<file path="src/rtl/instruction_cache.sv">
// ============================================================================
//  Module   : instruction_cache
//  Brief    : Read-only direct-mapped instruction cache. It has 8 lines of
//             16 bytes, a zero-cycle hit path, a block fill from instruction
//             memory, and saturating hit/miss statistics counters.
//  Revision : 1.0 - initial release
// ============================================================================
`default_nettype none

module instruction_cache #(
  parameter int CNT_W = 16
) (
  input  logic             CLK,
  input  logic             RESET,
  input  logic [31:0]      PC,
  output logic [31:0]      INSTRUCTION,
  output logic             BUSYWAIT,
  output logic             MEM_READ,
  output logic [5:0]       MEM_ADDRESS,
  input  logic [127:0]     MEM_READDATA,
  input  logic             MEM_BUSYWAIT,
  output logic [CNT_W-1:0] HIT_COUNT,
  output logic [CNT_W-1:0] MISS_COUNT
);

  localparam int              LINES   = 8;
  localparam logic [CNT_W-1:0] CNT_ONE = {{(CNT_W-1){1'b0}}, 1'b1};
  localparam logic [CNT_W-1:0] CNT_MAX = {CNT_W{1'b1}};

  typedef enum logic [1:0] {
    IDLE   = 2'd0,
    FETCH  = 2'd1,
    UPDATE = 2'd2
  } state_t;

  // Address fields. Byte offset and the upper PC bits play no part in lookup.
  logic [2:0] pc_tag;
  logic [2:0] pc_index;
  logic [1:0] pc_word;
  logic       unused_pc_bits;

  assign pc_tag         = PC[9:7];
  assign pc_index       = PC[6:4];
  assign pc_word        = PC[3:2];
  assign unused_pc_bits = ^{PC[31:10], PC[1:0]};

  // Line storage. Only the valid bits are reset; tags and data are don't-care
  // until their valid bit is set by a fill.
  logic [LINES-1:0] valid_q;
  logic [2:0]       tag_q  [LINES];
  logic [127:0]     data_q [LINES];

  state_t     state_q, state_d;
  logic [5:0] miss_addr_q, miss_addr_d;   // {tag, index} of the line being filled
  logic       first_fetch_q;              // high in the first FETCH cycle only
  logic       after_update_q;             // high in the first IDLE cycle after UPDATE
  logic [CNT_W-1:0] hit_cnt_q;
  logic [CNT_W-1:0] miss_cnt_q;

  logic         hit;
  logic         fill_en;
  logic [127:0] sel_line;
  logic [31:0]  sel_word;

  // Lookup: a hit is only possible while the FSM sits in IDLE.
  always_comb begin
    sel_line = data_q[pc_index];
    sel_word = sel_line[{pc_word, 5'b00000} +: 32];
    hit      = (state_q == IDLE) && valid_q[pc_index] && (tag_q[pc_index] == pc_tag);
  end

  // Next-state logic. The memory handshake is ignored in the first FETCH cycle
  // so a stale "ready" from a previous read cannot complete a new fill.
  always_comb begin
    state_d     = state_q;
    miss_addr_d = miss_addr_q;
    fill_en     = 1'b0;
    case (state_q)
      IDLE: begin
        if (!hit) begin
          state_d     = FETCH;
          miss_addr_d = {pc_tag, pc_index};
        end
      end
      FETCH: begin
        if (!first_fetch_q && !MEM_BUSYWAIT) begin
          fill_en = 1'b1;
          state_d = UPDATE;
        end
      end
      UPDATE: begin
        state_d = IDLE;
      end
      default: begin
        state_d = IDLE;
      end
    endcase
  end

  // CPU and memory-side outputs; everything is forced quiet while RESET is high.
  always_comb begin
    BUSYWAIT    = !RESET && !hit;
    MEM_READ    = !RESET && (state_q == FETCH);
    MEM_ADDRESS = MEM_READ ? miss_addr_q : 6'h00;
    INSTRUCTION = (!RESET && hit) ? sel_word : 32'h0000_0000;
    HIT_COUNT   = hit_cnt_q;
    MISS_COUNT  = miss_cnt_q;
  end

  // Control state, valid bits and saturating statistics counters.
  always_ff @(posedge CLK) begin
    if (RESET) begin
      state_q        <= IDLE;
      miss_addr_q    <= 6'h00;
      first_fetch_q  <= 1'b0;
      after_update_q <= 1'b0;
      valid_q        <= '0;
      hit_cnt_q      <= '0;
      miss_cnt_q     <= '0;
    end else begin
      state_q        <= state_d;
      miss_addr_q    <= miss_addr_d;
      first_fetch_q  <= (state_q == IDLE) && (state_d == FETCH);
      after_update_q <= (state_q == UPDATE);
      if (fill_en) begin
        valid_q[miss_addr_q[2:0]] <= 1'b1;
      end
      if ((state_q == IDLE) && (state_d == FETCH) && (miss_cnt_q != CNT_MAX)) begin
        miss_cnt_q <= miss_cnt_q + CNT_ONE;
      end
      // The re-presented PC right after a fill is the tail of the miss, not a new hit.
      if (hit && !after_update_q && (hit_cnt_q != CNT_MAX)) begin
        hit_cnt_q <= hit_cnt_q + CNT_ONE;
      end
    end
  end

  // Tag and data arrays: written by a completed fill, never by reset.
  always_ff @(posedge CLK) begin
    if (fill_en && !RESET) begin
      tag_q[miss_addr_q[2:0]]  <= miss_addr_q[5:3];
      data_q[miss_addr_q[2:0]] <= MEM_READDATA;
    end
  end

endmodule

`default_nettype wire

</file>
<file path="config.mk">
export PLATFORM = sky130hd
export DESIGN_NAME = instruction_cache
export DESIGN_NICKNAME = d
export VERILOG_FILES = /design/src/rtl/instruction_cache.sv
export SDC_FILE = /design/constraint.sdc
export NUM_CORES = 1
export LEC_CHECK = 0
export BUFFER_PORTS_ARGS = -buffer_cell sky130_fd_sc_hd__buf_2
export CORE_ASPECT_RATIO = 0.6
export CORE_MARGIN = 2
export CORE_UTILIZATION = 35
export CTS_BUF_LIST = sky130_fd_sc_hd__clkbuf_8 sky130_fd_sc_hd__clkbuf_16
export DETAILED_ROUTE_END_ITERATION = 10
export GPL_TIMING_DRIVEN = 0
export PLACE_DENSITY_LB_ADDON = 0.3
export SETUP_SLACK_MARGIN = 0.05
export SLEW_MARGIN = 20
export SYNTH_ARGS = -nofsm -noshare
export SYNTH_HDL_FRONTEND = slang
export SYNTH_SLANG_ARGS = --single-unit
export TNS_END_PERCENT = 100
</file>
<file path="constraint.sdc">
create_clock -name CLK -period 13.95 [get_ports CLK]
set_input_delay 1.395 -clock CLK [delete_from_list [all_inputs] [get_ports CLK]]
set_output_delay 1.395 -clock CLK [all_outputs]
set_load 0.03 [all_outputs]
</file>
### Word level (Yosys, flattened, before mapping)

Memories as Yosys holds them, arrays and structs flattened.
Index checks and enable logic that the tools add are counted.

* memories kept: 2
* memory bits (writable): 1048
* logic and storage cells: 55
* output and inout port bits: 72
* latch bits: 0
* bits in read-only memories: 0
* flip-flop bits (word level): 50

* order comparisons: 3
* muxes and demuxes: 13
* equal/unequal tests: 6
* bitwise logic cells: 2
* reduce and logical (&&, ||, !) cells: 19
* divide/modulo/power cells: 0
* shifts and indexed selects: 1
* multiply operators: 0
* add/sub/neg operators: 2

Memories
* data_q: words 8, width 128, read ports 1, clocked after Yosys merged registers in 0, write ports 1, line 51 `logic [127:0] data_q [LINES];`
* tag_q: words 8, width 3, read ports 1, clocked after Yosys merged registers in 0, write ports 1, line 50 `logic [2:0] tag_q [LINES];`

Operators by type and width (number)
* 128-bit by 8-bit variable part select with 32-bit output: 1
* 16-bit by 1-bit adder with 16-bit output (second input constant): 2
* 32-bit two-way mux: 1
* 16-bit inequality test (second input constant): 2
* 1-bit logical AND: 12
* 3-bit by 4-bit less-than comparator with 1-bit output (second input constant): 2
* 8-bit OR: 1
* 1-bit two-way mux: 6
* 6-bit two-way mux: 1
* 1-bit zero test: 5
* 2-bit by 1-bit equality test with 1-bit output (second input constant): 2
* 2-bit two-way mux: 2
* 2-bit case mux with 2 select lines: 1
* 1-bit binary-select mux with 3-bit select: 1
* 1-bit demux with 3-bit select: 1
* 3-bit equality test: 1
* 3-bit by 1-bit greater-or-equal comparator with 1-bit output (second input constant): 1
* 2-bit equality test (second input constant): 1
* 2-bit zero test: 1
* 2-bit AND reduction: 1
* 1-bit NOT: 1

### Depth between registers and ports, before layout

* depth after elaboration: 9
* mapped depth: 11
* mapped depth without buffers: 8

### Worst setup path before layout

No wires, ideal clock.

* path kind: input to register
* start point: input RESET
* end point: memory data_q[0][0], enable pin
* arrival time: 11642 ps
* buffers on the path: 0
* cell stages on the path: 4
* setup time: 785 ps
* slack: 1524 ps
* cell sequence: nor3b_1 and2_1 nand2b_1 nor3_1

* cells in the longest elaborated chain, start to end: 4

RTL lines
* start: declaration: line 14 `input logic RESET,`
* 1-bit zero test: line 140 `if (fill_en && !RESET) begin`
* 1-bit logical AND: line 140
* 1-bit two-way mux: line 140
* 1-bit two-way mux (not written as such): line 142 `data_q[miss_addr_q[2:0]] <= MEM_READDATA;`
* end: declaration: line 51

Every way passes these cells.

### Final worst setup path

* start point: input PC[5]
* end point: output INSTRUCTION[2]

* cells in the longest elaborated chain, start to end: 6

RTL lines
* start: declaration: line 15 `input logic [31:0] PC,`
* parallel branches: the longest is 5 deep, another holds memory 8 x 128 bit
* 32-bit two-way mux *: line 105 `INSTRUCTION = (!RESET && hit) ? sel_word : 32'h0000_0000;`
* end: declaration: line 16 `output logic [31:0] INSTRUCTION,`

Every way passes the cells marked *. The select of a mux whose other input is x is not followed.

==> flow_metrics.env <==
export IMPL_place_gp_congestion=0.828
export IMPL_slew_headroom_pct=20.8
export IMPL_r2r_end="data_q[0][93]$_DFFE_PP_"
export IMPL_syn_num_nets=1985
export IMPL_finalSetupViolations=0
export IMPL_core_um2=119000
export IMPL_fill_cells=10278
export IMPL_final_layout_size_suffix_gt1_share_pct=36.4
export IMPL_remaining_drc_errors=0
export IMPL_reg2reg_from="state_q[0]$_SDFF_PP0_"
export IMPL_drv_slew=0
export IMPL_tightest_slew_ns=1.19
export IMPL_clk_pin_slew_worst_paths_ns=0.06
export IMPL_tns_ns=0
export IMPL_die_x_um=452
export IMPL_cts_made_buffers=97
export IMPL_pre_cts_slack_ns=7.47
export IMPL_synthCells=1820
export IMPL_hold_violations=0
export IMPL_fin_crit_sh_pct=46.4
export IMPL_grt_first_pass_wirelength_um=151000
export IMPL_clock_skew_ns=0.0249
export IMPL_p_leak_nw=16.3
export IMPL_layout_commonest_cell="edfxtp_1"
export IMPL_drt_first_pass_iters=7
export IMPL_whs_path_depth=1
export IMPL_holdCritPathClass="register to register"
export IMPL_synthesis_area_um2=42100
export IMPL_dieArea_um2=123000
export IMPL_cp_data_required_time_ns=12.56
export IMPL_synth_edf_count=1048
export IMPL_grt_use_total_pct=17.1
export IMPL_postCtsSetupBuffers=0
export IMPL_clock_sinks=1098
export IMPL_multi_input_comb_area_um2=9250
export IMPL_startpoint_type="primary input"
export IMPL_grt_max_degree=21
export IMPL_fin_area_um2=50100
export IMPL_path_max_fanout=10
export IMPL_rows=98
export IMPL_finalNetCount=2381
export IMPL_ys_flop_type="edfxtp_1"
export IMPL_die_h_um=273
export IMPL_antenna_found_initial=40
export IMPL_cts_hold_fix_buffers=0
export IMPL_seq_area_frac_synth_pct=77.1
export IMPL_period_minus_slack_ns=6.48
export IMPL_ir_drop_mv=0.0986
export IMPL_placed_area_um2=46700
export IMPL_hpwl_um=73000
export IMPL_setup_worst_path_end_class="output pin"
export IMPL_synthTopCellsByArea="edfxtp_1 (75%), mux4_2 (17%), dfxtp_1 (2.4%)"
export IMPL_layout_common_cells="edfxtp_1 (1048), mux4_2 (324), buf_2 (240)"
export IMPL_register_area_um2=32500
export IMPL_initial_core_util_pct=35.3
export IMPL_io_buffers=205
export IMPL_post_drt_wl_per_cell_um=27.2
export IMPL_area_growth_pct=18.8
export IMPL_wirelength_um=106000
export IMPL_arrival_ns=5.08
export IMPL_fmax_mhz=154
export IMPL_clk_latency_ns=0.71
export IMPL_ff2ff_setup_slack_ns=10.14
export IMPL_cts_tree="yes"
export IMPL_ys_ff_latch=1098
export IMPL_rsz0062_at_grt="no"
export IMPL_p_per_area_nw_per_um2=135
export IMPL_min_to="valid_q[2]$_SDFFE_PP0P_"
export IMPL_cts_resized=0
export IMPL_clock_tree_root_cell="clkbuf_16"
export IMPL_ys_types=47
export IMPL_cts_buffer_depth=3
export IMPL_fin_ws_ns=7.47
export IMPL_yosys_warnings=0
export IMPL_status="finished clean"
export IMPL_avgViaCountPerCell=5.28
export IMPL_htreeDepth=3
export IMPL_async_reset_ff_share_pct=0
export IMPL_ant_nets=0
export IMPL_yosysTopAreaCell="edfxtp_1"
export IMPL_cap_violations=0
export IMPL_worst_setup_path_type="primary input to output pin"
export IMPL_hp_start="valid_q[2]$_SDFFE_PP0P_"
export IMPL_overflow=0
export IMPL_dp_cells=3717
export IMPL_pin_count=235
export IMPL_grt_pass1_vias=21163
export IMPL_whs_ns=0.458
export IMPL_synth_avg_cell_area_um2=23.1
export IMPL_synth_top_area_share_pct=74.7
export IMPL_dr_total_vias=20632
export IMPL_instances_no_fill=3907
export IMPL_first_iter_violations=2280
export IMPL_reg2reg_depth=9
==> power by group <==
part,internal [mW],switching [mW]
clock,1.57,1.21
sequential,3.63,0.00846
combinational,0.143,0.193
total,5.34,1.41
==> sequential cells by signal, indices dropped and copies added, names as in the netlist <==
register	flops
HIT_COUNT	16
MISS_COUNT	16
after_update_q	1
data_q	1024
first_fetch_q	1
miss_addr_q	6
state_q	2
tag_q	24
valid_q	8
==> synth_stat cells (2+ instances only) <==
cell	instances
a21o_1	16
a21oi_1	14
and2_1	9
and3_1	8
buf_1	10
buf_2	30
buf_4	2
buf_6	3
clkbuf_1	49
dfxtp_1	50
edfxtp_1	1048
ha_1	2
inv_1	11
mux2_2	9
mux2i_1	51
mux4_2	324
nand2_1	20
nand2b_1	3
nand3_1	20
nand4_1	7
nor2_1	69
nor2b_1	10
nor3_1	10
nor3_2	2
nor3b_1	2
nor4_1	7
o21ai_0	3
o311a_1	2
o31ai_1	2
or2_2	2
or4_1	3
xnor2_1	6
xor2_1	2
==> kinds of logic (layout without fill, tap and decap cells) <==
group	after synthesis	count (layout)	synth area share, %
simple gates	176	176	2.05
flops	1098	1098	77.1
compound gates	47	47	0.772
mux	384	384	18.8
buf+inv	105	582	1.10
xor+xnor	8	8	0.166
other cells	0	10	0
fa+ha+maj	2	2	0.0594
==> final cells by class <==
type                    instances  share of cell area (%)
repair buffers                297                    5.10
plain buffers                  94                   0.862
clock inverters                81                    1.61
well taps                    1600                    4.00
multi-input cells             617                    18.5
flip-flops and latches       1098                    64.9
diodes                         10                  0.0500
inverters                      11                  0.0825
clock buffers                  99                    4.95
==> critical path, cell delays in order <==
cell and delay [ns]:
buf_2 0.17, buf_6 0.20, mux4_2 0.57, xor2_1 0.27, nand2_1 0.13, nor2_1 0.30
buf_6 0.21, nand3_1 0.39, clkbuf_1 0.60, nor2_1 0.53, buf_2 0.28
==> stage by stage <==
| stage | power (mW) | util, % |
|---|---|---|
| finish | 6.75 | 42.0 |
| global route | 6.96 | 41.9 |
| CTS | 6.82 | 41.9 |
| detailed placement | 4.05 | 39.2 |
| global placement | 4.04 | 37.8 |
| floorplan | 3.90 | - |
==> worst max-delay path by stage <==
stage,from,end,slack [ns],depth (start not counted)
after floorplan,RESET,data_q[0][0]$_DFFE_PP_,1.52,4
after global placement,RESET,data_q[1][11]$_DFFE_PP_,-8.75,5
after detailed placement,PC[5],INSTRUCTION[1],7.47,11
after CTS,PC[5],INSTRUCTION[1],7.45,11
after global routing,PC[5],INSTRUCTION[1],7.35,11
final,PC[5],INSTRUCTION[2],7.47,11
==> metal layers <==
metal,global-route usage [%],vias to the layer above,wire length (um)
met2,28.1,755,51600
met5,0,-,137
met1,23.5,11123,45000
li1,-,8556,-
met3,3.49,174,7030
met4,4.37,24,2510
(Power assumes the default switching activity.)
